`src/rtl/regfile_pkg.sv`:
```
// Shared constants and helpers for the one-hot register file and other consumers of
// the 5:32 write-select decoder.
//   DATA_WIDTH / NUM_REGS / SEL_WIDTH / ZERO_REG : default geometry
//   reg_word_t                                    : one register word
//   onehot_to_index()                             : {valid, index} for a NUM_REGS-bit vector
package regfile_pkg;

    localparam int unsigned DATA_WIDTH = 64;
    localparam int unsigned NUM_REGS   = 32;
    localparam int unsigned SEL_WIDTH  = 5;
    localparam int unsigned ZERO_REG   = 31;

    typedef logic [DATA_WIDTH-1:0] reg_word_t;

    typedef struct packed {
        logic                 valid;
        logic [SEL_WIDTH-1:0] index;
    } onehot_idx_t;

    // valid is set only for exactly one hot bit; index is meaningful only when valid.
    function automatic onehot_idx_t onehot_to_index(input logic [NUM_REGS-1:0] vec);
        onehot_idx_t res;
        res.valid = (vec != '0) && ((vec & (vec - NUM_REGS'(1))) == '0);
        res.index = '0;
        for (int i = 0; i < NUM_REGS; i++) begin
            if (vec[i]) begin
                res.index = res.index | SEL_WIDTH'(i);
            end
        end
        return res;
    endfunction

endpackage

```
`src/rtl/onehot_check.sv`:
```
// Classifies a write-select vector.
//   vec       in  : candidate one-hot vector
//   is_zero   out : no bit set
//   is_onehot out : exactly one bit set
//   index     out : position of the set bit (only meaningful when is_onehot)
module onehot_check
    import regfile_pkg::*;
#(
    parameter int unsigned VEC_WIDTH = NUM_REGS,
    parameter int unsigned IDX_WIDTH = SEL_WIDTH
) (
    input  logic [VEC_WIDTH-1:0] vec,
    output logic                 is_zero,
    output logic                 is_onehot,
    output logic [IDX_WIDTH-1:0] index
);

    always_comb begin
        is_zero   = (vec == '0);
        // Clearing the lowest set bit leaves zero only for a single-bit vector.
        is_onehot = !is_zero && ((vec & (vec - VEC_WIDTH'(1))) == '0);
        // OR of set-bit positions equals the position when exactly one bit is set.
        index     = '0;
        for (int i = 0; i < VEC_WIDTH; i++) begin
            if (vec[i]) begin
                index = index | IDX_WIDTH'(i);
            end
        end
    end

endmodule

```
`src/rtl/onehot_register_file.sv`:
```
// 32-entry register file fed by a one-hot write-enable vector.
//   clk, reset              : clock, synchronous active-high reset
//   write_onehot            : one-hot write enable, all-zero = no write
//   write_data              : data stored into the selected register
//   read_sel_a / read_sel_b : read port indices
//   read_data_a/read_data_b : combinational read data (ZERO_REG reads 0)
//   onehot_error            : sticky, set on any multi-hot write vector
//   write_count             : committed writes since reset, wraps at 16 bits
module onehot_register_file #(
    parameter int unsigned DATA_WIDTH = regfile_pkg::DATA_WIDTH,
    parameter int unsigned NUM_REGS   = regfile_pkg::NUM_REGS,
    parameter int unsigned SEL_WIDTH  = regfile_pkg::SEL_WIDTH,
    parameter int unsigned ZERO_REG   = regfile_pkg::ZERO_REG,
    parameter int unsigned BYPASS     = 1
) (
    input  logic                  clk,
    input  logic                  reset,
    input  logic [NUM_REGS-1:0]   write_onehot,
    input  logic [DATA_WIDTH-1:0] write_data,
    input  logic [SEL_WIDTH-1:0]  read_sel_a,
    input  logic [SEL_WIDTH-1:0]  read_sel_b,
    output logic [DATA_WIDTH-1:0] read_data_a,
    output logic [DATA_WIDTH-1:0] read_data_b,
    output logic                  onehot_error,
    output logic [15:0]           write_count
);

    localparam logic [SEL_WIDTH-1:0] ZeroIdx = SEL_WIDTH'(ZERO_REG);

    logic [DATA_WIDTH-1:0] regs_q [NUM_REGS];
    logic                  error_q;
    logic [15:0]           count_q;

    logic                  wr_is_zero;
    logic                  wr_is_onehot;
    logic [SEL_WIDTH-1:0]  wr_idx;
    logic                  bypass_ok;

    onehot_check #(
        .VEC_WIDTH (NUM_REGS),
        .IDX_WIDTH (SEL_WIDTH)
    ) u_onehot_check (
        .vec       (write_onehot),
        .is_zero   (wr_is_zero),
        .is_onehot (wr_is_onehot),
        .index     (wr_idx)
    );

    always_ff @(posedge clk) begin
        if (reset) begin
            for (int i = 0; i < NUM_REGS; i++) begin
                regs_q[i] <= '0;
            end
            error_q <= 1'b0;
            count_q <= '0;
        end else if (wr_is_onehot) begin
            // A write aimed at the zero register still counts as committed.
            if (wr_idx != ZeroIdx) begin
                regs_q[wr_idx] <= write_data;
            end
            count_q <= count_q + 16'd1;
        end else if (!wr_is_zero) begin
            error_q <= 1'b1;
        end
    end

    // Forwarding is suppressed under reset because the write is discarded on that edge.
    assign bypass_ok = (BYPASS != 0) && wr_is_onehot && !reset && (wr_idx != ZeroIdx);

    always_comb begin
        read_data_a = regs_q[read_sel_a];
        if (bypass_ok && (wr_idx == read_sel_a)) begin
            read_data_a = write_data;
        end
        if (read_sel_a == ZeroIdx) begin
            read_data_a = '0;
        end

        read_data_b = regs_q[read_sel_b];
        if (bypass_ok && (wr_idx == read_sel_b)) begin
            read_data_b = write_data;
        end
        if (read_sel_b == ZeroIdx) begin
            read_data_b = '0;
        end
    end

    assign onehot_error = error_q;
    assign write_count  = count_q;

endmodule
```
`config.mk`:
```
export PLATFORM = sky130hd
export DESIGN_NAME = onehot_register_file
export DESIGN_NICKNAME = d
export VERILOG_FILES = /design/src/rtl/regfile_pkg.sv /design/src/rtl/onehot_check.sv /design/src/rtl/onehot_register_file.sv
export SDC_FILE = /design/constraint.sdc
export NUM_CORES = 2
export LEC_CHECK = 0
export BUFFER_PORTS_ARGS = -buffer_cell sky130_fd_sc_hd__buf_2
export CORE_UTILIZATION = 40
export DETAILED_ROUTE_END_ITERATION = 10
export GPL_ROUTABILITY_DRIVEN = 1
export SLEW_MARGIN = 10
export SYNTH_ARGS = -nofsm -noshare
export SYNTH_HDL_FRONTEND = slang
export SYNTH_SLANG_ARGS = --single-unit
```
`constraint.sdc`:
```
create_clock -name clk -period 11.5 [get_ports clk]
set_input_delay 2.3 -clock clk [delete_from_list [all_inputs] [get_ports clk]]
set_output_delay 2.3 -clock clk [all_outputs]
set_load 0.02 [all_outputs]
```
* Word-level counts from Yosys, hierarchy flattened
Memory sizes are Yosys's and may differ from the RTL's. Index checks and enable logic that the tools add are counted.
Storage, ports and cells: bits in registers 17, RAM bits 2048, input port bits 108, output and inout bits 145, logic and storage cells 76, memories kept 1
Operators by class: $add $sub $neg 2, equality and inequality tests 7, multiplexer cells 51, bitwise logic cells 1, reduce and logical (&&, ||, !) cells 12
Memories:
- regs_q | words 32, width 64, rd ports 2, clocked after memory_dff 0, write ports 32, line onehot_register_file.sv:30 | logic [DATA_WIDTH-1:0] regs_q [NUM_REGS];
Operator list (number):
- $mux W64 | 5
- $mux W5 | 17
- $logic_not A32 Y1 | 2
- $reduce_or A64 Y1 | 1
- $and A32 B32 Y32 | 1
- $mux W16 | 2
- $mux W4 | 8
- $sub A32 B1 Y32 const B | 1
- $add A16 B1 Y16 const B | 1
- $mux W1 | 13
- $mux W3 | 4
- $eq A5 B5 Y1 | 2
- $eq A5 B5 Y1 const B | 2
- $logic_and A1 B1 Y1 | 5
- $ne A5 B5 Y1 const B | 1
- $mux W2 | 2
- $ne A2 B2 Y1 const B | 2
- $logic_not A1 Y1 | 2
- $reduce_and A2 Y1 | 1
- $reduce_bool A2 Y1 | 1

* Longest topological paths before layout
depth after elaboration 38, depth in mapped cells 12

* By module
From an unflattened synthesis, not the netlist that was laid out.
Unflattened totals: cells, all modules 7312, area, all modules 110390.9 sq um
By module, submodules not included:
- onehot_register_file | instances 1, cells each 7221, area an instance 109821.6 sq um, sequential area each 61839.3 sq um
- onehot_check | instances 1, cells each 91, area an instance 569.3 sq um, sequential area each 0.0 sq um

* Least setup slack after synthesis
No wires, ideal clock.
kind in2reg, start point input port write_onehot[9], end point memory regs_q[0][0], enable pin, library setup time 0.581 ns, arrival time 9.426 ns, required time 10.919 ns, path slack 1.492 ns, cell stages on the path 12, cells stage by stage buf_2 nor4_4 nand4_2 or3_1 buf_2 o21a_1 o22ai_2 nand3_1 buf_2 clkbuf_1 clkbuf_1 o31ai_1
RTL lines:
- start: declaration | line onehot_register_file.sv:18 | input logic [NUM_REGS-1:0] write_onehot,
- end: declaration | line onehot_register_file.sv:30

* Final worst setup path
start point input port write_onehot[16], end point output port read_data_b[31]
On the way: longest elaborated chain between the ends 21, elaborated cells on any way between the ends 29, classes of those cells 1 x add/sub; 2 x eq/ne; 18 x mux; 1 x bitwise; 7 x reduce/logical
RTL lines:
- $mux W5 (16 in a row) | line onehot_check.sv:25 | if (vec[i]) begin
- $ne A5 B5 Y1 | line onehot_register_file.sv:68 | assign bypass_ok = (BYPASS != 0) && wr_is_onehot && !reset && (wr_idx != ZeroIdx);
- $logic_and A1 B1 Y1 | line onehot_register_file.sv:68
- $logic_and A1 B1 Y1 * | line onehot_register_file.sv:80 | if (bypass_ok && (wr_idx == read_sel_b)) begin
- $mux W64 * | line onehot_register_file.sv:80
- $mux W64 * | line onehot_register_file.sv:83 | if (read_sel_b == ZeroIdx) begin
- end: declaration | line onehot_register_file.sv:23 | output logic [DATA_WIDTH-1:0] read_data_b,
Every way passes the cells marked *; elsewhere a longest branch is shown, timed or not.

==> reports/results.tsv <==
stage	metric	value	unit
run_status	status	completed	
yosys	yosys.area_share.simple	13.99	%
grt	grt_pass1_vias	78030	
power	irDropWorstVdd	0.1456	mV
cts	cts_max_path_buffers	3	
cells_and_area	nets	7036	
setup_path	cp_data_arrival_time	6.52	ns
sta	tightestPinTransition	1.289	ns
sta	setup_slack	2.679	ns
sta	final.setup.tns	0	ns
route	wire_per_inst	36.64	µm
setup_path	end_kind	primary output	
cells_and_area	layoutNonFillerInstCount	10890	
sta	slew_headroom	13.96	%
setup_path	slowest_stage	or4_1	
cells_and_area	post-route-util	44.26	%
yosys	synth_edf_count	2048	
cells_and_area	area_delta_synth_final	10.13	%
setup_path	path_buf_inv	4	
yosys	synth.distinct_cells	60	
cts	cts.htree.levels	4	
placement	place_inst	10460	
yosys	synth_mux_area_share	26.45	%
worst_hold_path	hold_path_class	flop to flop	
floorplan	fp.dieW	536.9	µm
cts	clockRootBuffer	clkbuf_16	
route	wirelength	399000	µm
placement	port_buffers	252	
sta	drv_slew	0	
route	drtIter0Drc	10980	
yosys	ys_seq_area_share	54.04	%
cts	cts_buffers	223	
route	drc_errors	0	
setup_path	r2r_start	write_count[0]	
route	detail_route.vias_per_cell	7.072	
setup_path	reg2reg_to	write_count[10]	
cells_and_area	drive_gt1_share	36.93	%
placement	gp_congestion	0.8245	
setup_path	crit_chain	buf_2, nor4_1, nand2_1, or4_1, a211oi_1, nand4_1, nor4_2, buf_4, buf_4, mux2i_1, buf_2	
setup_path	reg2regPathDepth	6	
floorplan	die_area	288200	µm²
yosys	syn_area	114400	µm²
setup_path	cp_data_required_time	9.20	ns
yosys	synthXorXnorAreaFrac	0.06123	%
yosys	synth_cells	7285	
run	cap_violations	0	
floorplan	coreArea	284700	µm²
floorplan	die_h	536.9	µm
placement	place_ws	2.708	ns
floorplan	pin_count	253	
cells_and_area	nFillCells	24820	
sta	max_freq	0.1134	GHz
grt	overflow	0	
sta	fin_hold_ws	0.5420	ns
cts	clk-insertion-delay-late	0.83	ns
route	firstDrtPassIters	6	
power	power.leakage	36.22	nW
setup_path	slowest_delay	0.57	ns
yosys	ys.flop_type	edfxtp_1	
grt	grt_max_degree	173	
cells_and_area	multiInputGateArea	48560	µm²
power	finalPower	18.37	mW
yosys	synth_top_family_by_area	multiplexers	
sta	grt_setup_unrepaired	no	
sta	finClkSkew	0.002512	ns
cts	cts.sinks	2065	
yosys	synth-seq-cells	2065	
sta	hold_viol	0	
yosys	ys_async_sr_fraction	0	%
route	antenna_left	0	
grt	grt_usage	27.44	%
setup_path	rrSetupSlack	9.43	ns
cts	post_cts_resize_count	0	
setup_path	worstSetupEndpoint	read_data_b[31]	
sta	finalSetupViolCount	0	
cells_and_area	regArea	61840	µm²
yosys	syn_avg_cell_area	15.71	µm²
yosys	synth_compound_area_share	1.262	%
setup_path	cp-startpoint	write_onehot[16]	
yosys	synth-adder-area-share	0.01968	%
cts	tritoncts	yes	
sta	post-route-min-period	8.821	ns
route	vias	77020	
yosys	ys_warn_count	0	
cts	cts_setup_buffers	0	
floorplan	rows	196	
setup_path	worstSetupPathDepth	11	
cts	cts_hold_buf	0	
setup_path	crit_fanout	22	
sta	min_period_over_period	76.70	%
setup_path	cpLargestDelayFamily	simple AND/OR/NAND/NOR gates	
grt	antenna_found_initial	14	
cells_and_area	finalInstanceArea	126000	µm²
power	p_per_area	145.8	nW/µm²
cts	clk_pin_slew_worst_paths	0.06	ns
grt	grt_pass1_wl	571800	µm
placement	place_hpwl	209300	µm
floorplan	initial_utilization	40.19	%
setup_path	critPathKind	input pin to primary output	
setup_path	cp-start-kind	input pin	
placement	postPlaceCellArea	118800	µm²
-- cell usage after synthesis (all sizes together) (14+ instances only) --
cell	count	area [µm²]
edfxtp	2048	61500
mux4	1280	28830
nor4	1039	6558
nor3	967	7347
clkbuf	914	3431
buf	204	1104
nand2	146	548.0
mux2i	128	1281
nand2b	128	800.8
o211ai	128	960.9
inv	64	240.2
nor2	31	116.4
o31ai	21	157.7
o21ai	20	100.1
nand4	19	125.1
or4	18	135.1
dfxtp	17	340.3
nand3	15	75.07
mux2	14	157.6
nor2b	14	87.58
-- cells in the final DEF, fill, tap and decap left out, types with 40 or more instances in the layout --
cell / n
mux4_2: 1280
o211ai_1: 128
buf_2: 241
inv_1: 61
edfxtp_1: 2048
buf_4: 189
nor3_2: 501
nand2b_1: 128
nand2_1: 138
clkinv_1: 76
nor4_1: 1032
nor3_1: 466
conb_1: 64
clkinv_2: 40
clkbuf_16: 223
mux2i_1: 128
-- registers in the layout, indices dropped and copies added (netlist names) --
register and cells:
regs_q 2048, write_count 16, onehot_error 1
-- where the power goes --
group,internal (mW),switching [mW]
sequential,8.64,0.184
combinational,0.973,1.31
clock,4.04,3.22
total,13.7,4.72
-- layer usage --
layer,wire (µm),up-vias,GRT usage [%],part of all wire (%)
met3,45690,804,5.697,11
met4,13790,4,9.180,3.5
met1,151500,40870,37.35,38
li1,-,30010,-,-
met5,18,-,0.08224,0.0045
met2,188000,5324,43.89,47
-- cell type report --
type	instances	share of cell area [%]
diodes	4	0.007942
well taps	3762	3.735
clock buffers	257	4.529
inverters	65	0.1936
flip-flops and latches	2065	49.07
multi-input cells	4100	38.53
clock inverters	165	1.239
repair buffers	472	2.701
-- tightest hold or removal path, delay by kind of cell (launching register included) --
| family | cells | cell delay [ns] |
|---|---|---|
| flops | 1 | 0.35 |
| compound gates | 2 | 0.14 |
-- how the worst min path moves through the flow --
stage,from,end,cells past startpoint
6_report,write_count[1],write_count[1],2
5_1_grt,write_count[1],write_count[1],2
4_1_cts,write_count[1],write_count[1],2
3_5_place_dp,write_count[1],write_count[1],2
3_3_place_gp,write_count[1],write_count[1],2
2_1_floorplan,write_count[1],write_count[1],2
-- kinds of logic after synthesis --
family	count (synthesis)
and+or+nand+nor	2405
DFF	2065
muxes	1422
buffers and inverters	1183
AOI/OAI and AO/OA	199
xor gates and xnor gates	8
adders and majority gates	2
other	1
(Power assumes the default switching activity.)
